===== config.mk =====
export PLATFORM = sky130hd
export DESIGN_NAME = pad_input_filter
export DESIGN_NICKNAME = d
export VERILOG_FILES = /design/src/rtl/pad_input_filter.sv
export SDC_FILE = /design/constraint.sdc
export NUM_CORES = 1
export LEC_CHECK = 0
export CORE_ASPECT_RATIO = 1.1
export CORE_MARGIN = 2
export CORE_UTILIZATION = 45
export DETAILED_ROUTE_END_ITERATION = 10
export PLACE_DENSITY = 0.64
export SETUP_SLACK_MARGIN = 0.2
export SKIP_LAST_GASP = 1
export SLEW_MARGIN = 15
export SYNTH_ARGS = -nofsm -noshare
export SYNTH_HDL_FRONTEND = slang
export SYNTH_SLANG_ARGS = --single-unit

===== constraint.sdc =====
create_clock -name clk_i -period 2.1 [get_ports clk_i]
set_clock_uncertainty 0.05 [all_clocks]
set_input_delay 0.42 -clock clk_i [delete_from_list [all_inputs] [get_ports clk_i]]
set_output_delay 0.42 -clock clk_i [all_outputs]
set_load 0.1 [all_outputs]

===== src/rtl/pad_input_filter.sv =====
// Receive-side conditioner for pad inputs: per-channel synchroniser, stability
// filter, registered rise/fall pulses and sticky edge flags with a shared irq.
module pad_input_filter #(
    parameter int unsigned N_PADS      = 4,
    parameter int unsigned CNT_W       = 8,
    parameter int unsigned SYNC_STAGES = 2
) (
    input  logic              clk_i,
    input  logic              rst_i,
    input  logic [N_PADS-1:0] pad_in_i,
    input  logic [N_PADS-1:0] en_i,
    input  logic [CNT_W-1:0]  filt_thresh_i,
    input  logic [N_PADS-1:0] evt_clr_i,
    output logic [N_PADS-1:0] val_o,
    output logic [N_PADS-1:0] rise_o,
    output logic [N_PADS-1:0] fall_o,
    output logic [N_PADS-1:0] evt_o,
    output logic              irq_o
);

    logic [N_PADS-1:0] sync_q [SYNC_STAGES];
    logic [N_PADS-1:0] sync_s;

    logic [CNT_W-1:0]  cnt_q [N_PADS];
    logic [CNT_W-1:0]  cnt_d [N_PADS];
    logic [N_PADS-1:0] val_d;
    logic [N_PADS-1:0] rise_d;
    logic [N_PADS-1:0] fall_d;
    logic [N_PADS-1:0] evt_d;

    // Synchroniser chain runs regardless of the per-channel enable.
    always_ff @(posedge clk_i or posedge rst_i) begin
        if (rst_i) begin
            for (int unsigned k = 0; k < SYNC_STAGES; k++) begin
                sync_q[k] <= '0;
            end
        end else begin
            sync_q[0] <= pad_in_i;
            for (int unsigned k = 1; k < SYNC_STAGES; k++) begin
                sync_q[k] <= sync_q[k-1];
            end
        end
    end

    assign sync_s = sync_q[SYNC_STAGES-1];

    // Counter only advances while the synchronised level differs from val_o;
    // the >= compare lets a lowered threshold take effect on the next differing cycle.
    always_comb begin
        val_d  = val_o;
        rise_d = '0;
        fall_d = '0;
        for (int unsigned i = 0; i < N_PADS; i++) begin
            cnt_d[i] = '0;
            if (en_i[i] && (sync_s[i] != val_o[i])) begin
                if (cnt_q[i] >= filt_thresh_i) begin
                    val_d[i]  = sync_s[i];
                    rise_d[i] = sync_s[i];
                    fall_d[i] = ~sync_s[i];
                end else begin
                    cnt_d[i] = cnt_q[i] + CNT_W'(1);
                end
            end
        end
        // Set from the visible pulse wins over a same-cycle clear.
        evt_d = (evt_o & ~evt_clr_i) | rise_o | fall_o;
    end

    always_ff @(posedge clk_i or posedge rst_i) begin
        if (rst_i) begin
            val_o  <= '0;
            rise_o <= '0;
            fall_o <= '0;
            evt_o  <= '0;
            for (int unsigned i = 0; i < N_PADS; i++) begin
                cnt_q[i] <= '0;
            end
        end else begin
            val_o  <= val_d;
            rise_o <= rise_d;
            fall_o <= fall_d;
            evt_o  <= evt_d;
            for (int unsigned i = 0; i < N_PADS; i++) begin
                cnt_q[i] <= cnt_d[i];
            end
        end
    end

    assign irq_o = |evt_o;

endmodule

Yosys cells after proc, flatten, opt, wreduce, memory -nomap -nowiden --
Index checks and enable logic that the tools add are counted.
Storage, ports and cells: flip-flop bits (word level) 56, latch bits 0, memory bits (writable) 0, memory bits (read-only) 0, input bits 22, output and inout port bits 17, logic and storage cells 66, memories kept 0
Operators by class: add/sub/neg operators 4, multiply operators 0, div/mod/pow operators 0, magnitude comparators 4, eq/ne operators 4, shift-type cells 0, mux-type cells 24, bitwise gates (word level) 8, reductions and logical operators 9
Operators by type and width (count):
- 8-bit two-way mux | 8
- 8-bit by 1-bit adder with 8-bit output (second input constant) | 4
- 8-bit >= comparator | 4
- 1-bit two-way mux | 16
- 4-bit OR | 2
- 2-bit AND reduction | 4
- 4-bit AND | 1
- 1-bit logical AND | 4
- 1-bit != test | 4
- 1-bit inverter | 4
- 4-bit inverter | 1
- 4-bit OR reduction | 1

Logic depth before layout (Yosys ltp) --
depth in word-level cells 4, gate-level depth with buffers 8, mapped depth without buffers 7

Least setup slack after synthesis --
Ideal clock, no wire load.
path type flip-flop to output port, start reg evt_o[0], end out irq_o, arrival time 1.839 ns, data required time 1.630 ns, slack -0.209 ns, stages on the path, launching flop included 3, path buffers 0, cell sequence dfrtp_1 -> inv_1 -> nand4_1
On the way: word-level cells in the longest chain between the ends 1
RTL lines:
- start, declared | RTL line 17 | output logic [N_PADS-1:0] evt_o,
- start signal, assigned | RTL line 82 | evt_o <= evt_d;
- 4-bit OR reduction | RTL line 89 | assign irq_o = |evt_o;
- end, declared | RTL line 18 | output logic irq_o
No other way between the ends.

Worst setup path after layout --
start reg cnt_q[24] (netlist name), end reg val_o[0]
On the way: word-level cells in the longest chain between the ends 2
RTL lines:
- start, declared | RTL line 24 | logic [CNT_W-1:0] cnt_q [N_PADS];
- start signal, assigned by index | RTL line 84 | cnt_q[i] <= cnt_d[i];
- 8-bit >= comparator | RTL line 56 | if (cnt_q[i] >= filt_thresh_i) begin
- 2-bit AND reduction (no line)
- end signal, assigned | RTL line 79 | val_o <= val_d;
- end, declared | RTL line 14 | output logic [N_PADS-1:0] val_o,
No other way between the ends. A chain may end at the register's enable or synchronous reset.

==> impl_metrics.yaml <==
synth:
  avgSynthCellArea_um2: 10.8
  netlist_area_um2: 3030
  yosysTopAreaCell: "dfrtp_1"
  async_flop_share_pct: 100
  synth_top_area_share_pct: 46.2
  ys_seq_area_share_pct: 46.2
  synth_cells: 280
  synth_seq_cells: 56
  yosys-top-cells-area: "dfrtp_1 46%, ha_1 15%, xor2_1 6.6%"
  synthFlopType: "dfrtp_1"
  synth_cell_type_count: 31
  yosysWarnings: 0
  syn_nets: 338
  synth_edf_count: 0
sta:
  grt_setup_unrepaired: "yes"
  drv_slew: 0
  finalSetupViolations: 0
  tightest_slew_ns: 0.329
  fin_crit_sh_pct: 89.7
  timing.final.crit_period_ns: 1.88
  max_freq_ghz: 0.531
  fin_ws_ns: 0.216
  slew_headroom_pct: 77.8
  hold_viol: 0
global_route:
  grt_use_total_pct: 18.3
  antenna_found_initial: 0
  grt_overflow_total: 0
  grt_max_degree: 57
  grt_first_pass_wirelength_um: 10500
  grt_pass1_vias: 2223
status:
  outcome: "finished, final reports clean"
cts:
  cts_tree: "built"
  cts_buffers: 5
  clkLatencyLatePin_ns: 0.31
  htreeDepth: 2
  clockBufferDepth: 2
  cts.sinks: 56
  clk_pin_slew_ns: 0.10
  ctsHoldBuffers: 0
  clockRootBuffer: "clkbuf_8"
drt:
  viasPerCell: 5.30
  wirelength_um: 6180
  drt_iter0_drc: 99
  num_vias: 2219
  drc: 0
  drt-wirelength-per-cell_um: 14.7
  drtPass1Iterations: 4
  detail-route-antenna-nets: 0
floorplanning:
  core.rowCount: 31
  die_x_um: 82.3
  dieHeight_um: 90.1
  initial_core_util_pct: 46.3
  core-area_um2: 6560
  design.portCount: 39
  die_area_um2: 7410
finish:
  drive_above_1_share_pct: 32.0
  diodes: 0
  fillers: 543
  syn_to_final_growth_pct: 29.8
  final_nets: 394
  fin_area_um2: 3940
  final_common_cell: "dfrtp_1"
  mostFrequentLayoutCells: "50 x dfrtp_1, 30 x nor2_1, 28 x buf_4, 23 x xor2_1, 20 x ha_1"
  fin_util_pct: 60.0
hold_path:
  min_path_type: "flop to flop"
worst_setup_path:
  worstPathRequired_ns: 2.26
  cp_cell_sequence: "inv_1 > ha_1 > nand2b_4 > a2111oi_4 > o31ai_4 > nand2_1 > mux2_4"
  crit_buf_inv: 1
  end_kind: "flop"
  startpoint_type: "flop"
  cpLargestDelayFamily: "compound AO/OA/AOI/OAI gates"
  arrival_ns: 2.04
  max_stage_delay_ns: 0.40
  cp_slowest_cell: "a2111oi_4"
  crit_fanout: 3
  path_class: "flop to flop"
power:
  leakagePower_uw: 0.00180
  ir_drop_uv: 332
  p_total_uw: 2090
  p_per_area_nw_per_um2: 531
place:
  hpwl_um: 4390
  place_area_um2: 3570
  gp_congestion: 0.768
  pre_cts_ws_ns: -0.566
  port_buffers: 38
run:
  max_cap_viol_count: 0
-- flip-flops by register name, indices dropped and copies added (netlist names) --
| name | flops |
|---|---|
| fall_o | 4 |
| rise_o | 4 |
| evt_o | 4 |
| sync_q | 4 |
| val_o | 4 |
| sync_s | 4 |
| cnt_q | 32 |
-- cells in the mapped netlist, types with 4 or more instances --
cell type  count
nor2_2         6
nor2_1        35
nor3b_1        4
ha_1          36
nor3_1         4
o21a_1         6
xnor2_1        5
dfrtp_1       56
nand3_1       19
and3_1        10
o21ai_0       10
a21oi_1        6
mux2_2         4
xor2_1        23
nand2_1        8
inv_1         18
-- per-layer routing --
layer  vias to the layer above  wire [um]  global-route usage, %
li1                       1083          -                      -
met1                      1091       2570                   23.5
met2                        38       3360                   30.6
met3                         7        171                   3.11
met4                         0         76                   5.97
met5                         -          0                      0
-- worst register-to-register path, stage by stage, from the launching register on --
cell and delay [ns]:
dfrtp_1 0.38, inv_1 0.05, ha_1 0.26, nand2b_4 0.15
a2111oi_4 0.40, o31ai_4 0.10, nand2_1 0.09, mux2_4 0.30
-- kinds of logic (layout without fill, tap and decap cells) --
| family | after synthesis | in the layout | synth area share [%] |
|---|---|---|---|
| mux | 4 | 4 | 1.49 |
| fa+ha+maj | 36 | 36 | 14.9 |
| simple gates | 104 | 104 | 18.2 |
| xor+xnor | 28 | 28 | 8.09 |
| buf+inv | 20 | 77 | 2.97 |
| flops | 56 | 56 | 46.2 |
| compound gates | 32 | 32 | 8.25 |
-- stage by stage --
step	instances	hold slack (ns)	setup TNS [ns]
finish	419	0.310	0
global route	419	0.316	0
CTS	414	0.312	0
detailed placement	405	0.286	-15.36
global placement	405	0.282	-14.69
floorplan	280	0.281	0
-- timing repair --
| action | CTS | global route |
|---|---|---|
| buffers inserted | 1 | 5 |
| endpoints found under the setup margin | 41 | 27 |
| resized for setup | 49 | 11 |
| pin swaps | 18 | 11 |
-- final cells by class --
| class | count | area, um^2 | share of cell area [%] |
|---|---|---|---|
| clock buffers | 6 | 72.6 | 1.84 |
| clock inverters | 2 | 16.3 | 0.413 |
| inverters | 18 | 83.8 | 2.13 |
| multi-input cells | 204 | 1810 | 46.0 |
| flip-flops and latches | 56 | 1410 | 35.8 |
| well taps | 82 | 103 | 2.61 |
| repair buffers | 51 | 443 | 11.3 |
-- path summary, 6_finish.rpt --
| check | from | end | slack [ns] | cells past startpoint |
|---|---|---|---|---|
| setup reg to reg | cnt_q[24] | val_o[0] | 0.22 | 7 |
| hold / removal | sync_q[4] | sync_s[0] | 0.31 | 0 |
| max in group asynchronous | rst_i | cnt_q[16] | 1.32 | 3 |
| min in group asynchronous | rst_i | sync_q[6] | 0.43 | 3 |
| hold reg to reg | sync_q[4] | sync_s[0] | 0.31 | 0 |
| setup / recovery | cnt_q[24] | val_o[0] | 0.22 | 7 |
-- power by group --
| part | total [uW] | internal, uW | switching, uW |
|---|---|---|---|
| Sequential | 1130 | 1110 | 27.4 |
| Clock | 591 | 238 | 353 |
| Combinational | 364 | 151 | 213 |
Note: power is estimated with default switching activity, not from simulation.
